===== src/rtl/mem_arbiter.sv =====
// mem_arbiter: serializes I-fetch and D load/store accesses onto one fixed-latency memory port.
// Define ARB_RR_EN for round-robin tie-breaking; otherwise D has fixed priority.
module mem_arbiter #(
   parameter int LATENCY = 2,
   parameter int AW      = 32,
   parameter int DW      = 32
) (
   input  logic          clock,
   input  logic          reset,
   input  logic          if_req,
   input  logic [AW-1:0] if_addr,
   output logic [DW-1:0] if_rdata,
   output logic          if_ready,
   input  logic          dm_req,
   input  logic          dm_we,
   input  logic [AW-1:0] dm_addr,
   input  logic [DW-1:0] dm_wdata,
   output logic [DW-1:0] dm_rdata,
   output logic          dm_ready,
   output logic          mem_en,
   output logic          mem_we,
   output logic [AW-1:0] mem_addr,
   output logic [DW-1:0] mem_wdata,
   input  logic [DW-1:0] mem_rdata
);
   typedef enum logic [1:0] {IDLE, ACCESS, RESP} state_t;
   localparam logic [3:0] LAT = 4'(LATENCY);

   state_t        state_q, state_d;
   logic [3:0]    cnt_q, cnt_d;
   logic          dm_own_q, dm_own_d;
   logic          keep_q, keep_d;
   logic          we_q, we_d;
   logic [AW-1:0] addr_q, addr_d;
   logic [DW-1:0] wdata_q, wdata_d;
   logic [DW-1:0] if_rdata_q, if_rdata_d;
   logic [DW-1:0] dm_rdata_q, dm_rdata_d;
   logic          pick_dm;

`ifdef ARB_RR_EN
   logic last_dm_q, last_dm_d;
   // On a tie, whoever was not granted last wins; reset value means "I last".
   assign pick_dm = dm_req & (~if_req | ~last_dm_q);
   always_comb last_dm_d = (state_q == IDLE && (if_req || dm_req)) ? pick_dm : last_dm_q;
   always_ff @(posedge clock) last_dm_q <= reset ? 1'b0 : last_dm_d;
`else
   assign pick_dm = dm_req;
`endif

   always_ff @(posedge clock) begin
      if (reset) begin
         state_q    <= IDLE;
         cnt_q      <= '0;
         dm_own_q   <= 1'b0;
         keep_q     <= 1'b0;
         we_q       <= 1'b0;
         addr_q     <= '0;
         wdata_q    <= '0;
         if_rdata_q <= '0;
         dm_rdata_q <= '0;
      end else begin
         state_q    <= state_d;
         cnt_q      <= cnt_d;
         dm_own_q   <= dm_own_d;
         keep_q     <= keep_d;
         we_q       <= we_d;
         addr_q     <= addr_d;
         wdata_q    <= wdata_d;
         if_rdata_q <= if_rdata_d;
         dm_rdata_q <= dm_rdata_d;
      end
   end

   always_comb begin
      state_d    = state_q;
      cnt_d      = cnt_q;
      dm_own_d   = dm_own_q;
      keep_d     = keep_q;
      we_d       = we_q;
      addr_d     = addr_q;
      wdata_d    = wdata_q;
      if_rdata_d = if_rdata_q;
      dm_rdata_d = dm_rdata_q;
      case (state_q)
         IDLE: if (if_req || dm_req) begin
            state_d  = ACCESS;
            cnt_d    = LAT;
            dm_own_d = pick_dm;
            keep_d   = 1'b1;
            we_d     = pick_dm & dm_we;
            addr_d   = pick_dm ? dm_addr : if_addr;
            wdata_d  = pick_dm ? dm_wdata : '0;
         end
         ACCESS: begin
            // A requester that lets go mid-access forfeits its ready pulse.
            keep_d = keep_q & (dm_own_q ? dm_req : if_req);
            cnt_d  = (cnt_q == '0) ? cnt_q : cnt_q - 4'd1;
            if (cnt_q == '0) begin
               state_d    = RESP;
               if_rdata_d = (!we_q && !dm_own_q) ? mem_rdata : if_rdata_q;
               dm_rdata_d = (!we_q && dm_own_q) ? mem_rdata : dm_rdata_q;
            end
         end
         RESP:    state_d = IDLE;
         default: state_d = IDLE;
      endcase
   end

   assign mem_en    = (state_q == ACCESS) && (cnt_q == LAT);
   assign mem_we    = we_q;
   assign mem_addr  = addr_q;
   assign mem_wdata = wdata_q;
   assign if_rdata  = if_rdata_q;
   assign dm_rdata  = dm_rdata_q;
   assign if_ready  = (state_q == RESP) && keep_q && !dm_own_q;
   assign dm_ready  = (state_q == RESP) && keep_q && dm_own_q;
endmodule

===== config.mk =====
export PLATFORM = sky130hd
export DESIGN_NAME = mem_arbiter
export DESIGN_NICKNAME = d
export VERILOG_FILES = /design/src/rtl/mem_arbiter.sv
export SDC_FILE = /design/constraint.sdc
export NUM_CORES = 1
export LEC_CHECK = 0
export ABC_AREA = 1
export BUFFER_PORTS_ARGS = -buffer_cell sky130_fd_sc_hd__buf_2
export CAP_MARGIN = 15
export CORE_MARGIN = 4
export CORE_UTILIZATION = 50
export CTS_CLUSTER_DIAMETER = 50
export DETAILED_ROUTE_END_ITERATION = 8
export MAX_ROUTING_LAYER = met4
export PLACE_DENSITY = 0.85
export SYNTH_ARGS = -nofsm -noshare
export SYNTH_HDL_FRONTEND = slang
export SYNTH_SLANG_ARGS = --single-unit

===== constraint.sdc =====
create_clock -name clock -period 3.8 [get_ports clock]
set_clock_uncertainty 0.15 [all_clocks]
set_input_delay 0.57 -clock clock [delete_from_list [all_inputs] [get_ports clock]]
set_output_delay 0.57 -clock clock [all_outputs]
set_load 0.005 [all_outputs]

# Word level (Yosys, flattened, before mapping)
# Cells that the tools add are included.
[totals]
input_bits = 133
n_memories = 0
ramBits = 0
romBits = 0
latch_bits = 0
output_inout_bits = 132
regBits = 137
[classes]
eq_ne = 6
div = 0
multipliers = 0
reduce_logical = 18
addsub = 1
mux = 11
n_shift = 0
n_bitwise = 2
order_cmp = 0
[ops]
columns = ["cell", "n"]
rows = [
  ["$mux W32", 2],
  ["$reduce_and A3 Y1", 3],
  ["$mux W4", 2],
  ["$pmux W4 S2", 1],
  ["$logic_and A1 B1 Y1", 6],
  ["$ne A2 B2 Y1 const B", 3],
  ["$reduce_and A2 Y1", 3],
  ["$eq A4 B2 Y1 const B", 1],
  ["$logic_not A4 Y1", 1],
  ["$mux W2", 2],
  ["$pmux W2 S2", 1],
  ["$sub A4 B1 Y4 const B", 1],
  ["$and A1 B1 Y1", 2],
  ["$eq A2 B1 Y1 const B", 1],
  ["$eq A2 B2 Y1 const B", 1],
  ["$logic_not A1 Y1", 2],
  ["$logic_not A2 Y1", 1],
  ["$mux W1", 2],
  ["$pmux W1 S2", 1],
  ["$reduce_bool A2 Y1", 1],
  ["$logic_or A1 B1 Y1", 1],
]

# Depth between registers and ports, before layout
[depth]
depth_word = 3
mapped_depth = 8
depth_no_buf = 8

# Worst setup path after synthesis
# No wires, ideal clock.
[synth_timing]
path_type = "in2reg"
start = "input reset"
end = "register if_rdata_q[21], in the netlist if_rdata[21]"
arrival_ns = 1.402
required_ns = 3.586
cell_stages = 6
path_slack_ns = 2.184
cell_sequence = "inv_1 > buf_4 > clkbuf_1 > clkbuf_1 > nand2_1 > nor2_1"
[synth_rtl]
columns = ["element", "line", "text"]
rows = [
  ["start, declared", "9", "input logic reset,"],
  ["end signal, assigned", "69", "if_rdata_q <= if_rdata_d;"],
  ["end, declared", "36", "logic [DW-1:0] if_rdata_q, if_rdata_d;"],
]

# Final worst setup path
[layout_timing]
start = "register state_q[0]"
end = "register wdata_q[20], in the netlist mem_wdata[20]"
[layout_via]
elab_chain_cells = 2
[layout_rtl]
columns = ["element", "line", "text"]
rows = [
  ["start, declared", "29", "state_t state_q, state_d;"],
  ["start signal, assigned", "62", "state_q <= state_d;"],
  ["$logic_not A2 Y1", "84", "case (state_q)"],
  ["$reduce_and A2 Y1 (no line)", "n/a", ""],
  ["end signal, assigned", "68", "wdata_q <= wdata_d;"],
  ["end, declared", "35", "logic [DW-1:0] wdata_q, wdata_d;"],
]
# Every way passes these cells.
# A chain may end at the register's enable or synchronous reset.

==> results_dict.tcl <==
set metrics [dict create \
    yosysSeqAreaShare_pct 48.9 \
    synth_top_area_share_pct 48.9 \
    synth.most_common_cell "nand2_1" \
    cts.sinks 137 \
    cp_common_cell "nand2_1" \
    antenna_cells 0 \
    gp_congestion 0.823 \
    slowest_delay_ns 0.72 \
    clk_path_buf_depth 2 \
    synthesis.nets 949 \
    synth_edf_count 0 \
    ios 265 \
    fin_util_pct 68.6 \
    grt_max_degree 66 \
    cts-buffers-inserted 17 \
    ys_ff_latch 137 \
    power.density_mw_per_mm2 554 \
    rsz0062_at_grt "false" \
    maxCapViolations 0 \
    layout-drive-gt1-share_pct 28.8 \
    overflow 0 \
    cts_resized 0 \
    placed_area_mm2 0.00687 \
    fin_crit_ns 2.46 \
    crit_type "reg2reg" \
    status "completed" \
    vias_per_cell 4.54 \
    synthTopCellsByArea "dfxtp_1 49%, nand2_1 14%, nor2_1 14%" \
    clk_latency_ns 0.50 \
    critPathTopFamily "buffers and inverters" \
    crit_buf_inv 2 \
    drtIter0Drc 340 \
    netlist_area_mm2 0.00560 \
    avgRoutedWirePerCell_um 11.7 \
    first_pass_iters 5 \
    drt_wl_total_um 14200 \
    cp_slowest_cell "clkinv_1" \
    cp.arrival_ns 2.65 \
    clkTransAtPathRegs_ns 0.06 \
    critPathRequiredTime_ns 3.99 \
    slew_headroom_pct 27.2 \
    grt_pass1_vias 5014 \
    die_h_um 114 \
    ant_nets 0 \
    dpl.hpwl_um 10200 \
    nets 1196 \
    core_mm2 0.0109 \
    ys_warn_count 0 \
    antenna_found_initial 0 \
    cts_hold_buf 0 \
    synthArstFlopShare_pct 0 \
    fp-row-count 38 \
    leakage_nw 4.12 \
    tns_ns 0 \
    stdcell_area_mm2 0.00747 \
    yosys.area.top_type "dfxtp_1" \
    synthTopCellsByCount "206 x nand2_1, 202 x nor2_1, 137 x dfxtp_1" \
    crit_chain "nor2_1, o21ai_4, buf_4, nand2_1, clkinv_1, nand2_1, o21ai_0" \
    grt_usage_pct 21.9 \
    hold_violations 0 \
    syn_area_per_cell_um2 6.89 \
    cts_setup_buffers 0 \
    startpoint_type "flip-flop" \
    drv_slew 0 \
    die-area_mm2 0.0130 \
    fmax_mhz 406 \
    start_util_pct 51.5 \
    area_growth_pct 33.2 \
    fin_crit_sh_pct 64.8 \
    io_buffers 264 \
    cts_tree "yes" \
    ys_types 20 \
    cp_max_fo 35 \
    syn_inst 813 \
    htreeDepth 4 \
    drc_errors 0 \
    synth_ff_type "dfxtp_1" \
    setup-violations-final 0 \
    vdd_drop_max_mv 0.322 \
    grt_pass1_wl_um 22500 \
    die_w_um 114 \
    vias 5512 \
    cts_root_buffer "clkbuf_8" \
    worst_pin_slew_ns 1.09 \
    cp-end-kind "flip-flop" \
    holdCritPathClass "in2reg" \
]
## power by group
group | internal, mW | total [mW] | leakage, nW | switching [mW]
logic | 0.323 | 0.776 | 2.71 | 0.453
registers | 1.62 | 1.71 | 1.12 | 0.0925
clock network | 0.965 | 1.65 | 0.292 | 0.685
## state kept, by name, indices dropped and copies added (netlist names)
signal     cells
dm_rdata      32
if_rdata      32
mem_addr      32
mem_wdata     32
cnt_q          4
state_q        2
dm_own_q       1
keep_q         1
mem_we         1
## routing by layer
layer / global-route usage [%] / vias to the layer above / routed length (um)
met3: 6.10 / 20 / 1150
li1: - / 2922 / -
met5: - / - / 0
met2: 36.2 / 206 / 6790
met4: 7.68 / 0 / 297
met1: 25.5 / 2364 / 6000
## worst paths after layout
kind / cells after the start / slack, ns / endpoint / from
worst max-delay path: 7 / 1.34 / mem_wdata[20]$_SDFFE_PP0P_ / state_q[0]$_SDFFE_PP0P_
worst min-delay path: 2 / 0.12 / state_q[0]$_SDFFE_PP0P_ / reset
worst max register to register: 7 / 1.34 / mem_wdata[20]$_SDFFE_PP0P_ / state_q[0]$_SDFFE_PP0P_
worst min register to register: 2 / 0.31 / mem_wdata[26]$_SDFFE_PP0P_ / mem_wdata[26]$_SDFFE_PP0P_
## cell type report
class | count | area [um^2]
flip-flops and latches | 137 | 2740
clock inverters | 15 | 179
well taps | 140 | 175
fillers | 933 | 3420
inverters | 108 | 405
clock buffers | 17 | 414
multi-input cells | 526 | 2180
repair buffers | 270 | 1370
## placed cells by master (no fill, tap or decap)
cell type and n:
buf_2 264, nand2_1 206, nor2_1 202, dfxtp_1 137
inv_1 106, o21ai_0 98, clkbuf_16 16, inv_6 6
buf_4 6, nand3_1 4, a21oi_1 4, inv_8 4
ha_1 3, nand2_2 2, nor3_4 2, nor3_1 2
bufinv_16 2, nor2_2 1, inv_2 1, o21ai_4 1
clkinv_1 1, o22ai_1 1, clkbuf_8 1, clkinv_2 1
clkinv_4 1, clkinvlp_4 1
## metrics by stage
step	worst slack, ns	instances	power (mW)	hold slack [ns]
floorplan	2.18	813	2.22	0.276
global placement	1.13	1181	2.50	0.283
detailed placement	0.946	1181	2.52	0.293
CTS	1.33	1213	4.18	0.0920
global route	1.13	1213	4.37	0.114
finish	1.34	1213	4.14	0.120
## cell families after synthesis
kind of cell | count (synthesis) | synth area share [%]
simple gates | 419 | 28.8
fa+ha+maj | 3 | 0.670
compound gates | 104 | 9.51
buf+inv | 150 | 12.1
flops | 137 | 48.9
No activity file was read; power rests on OpenSTA's default activity.
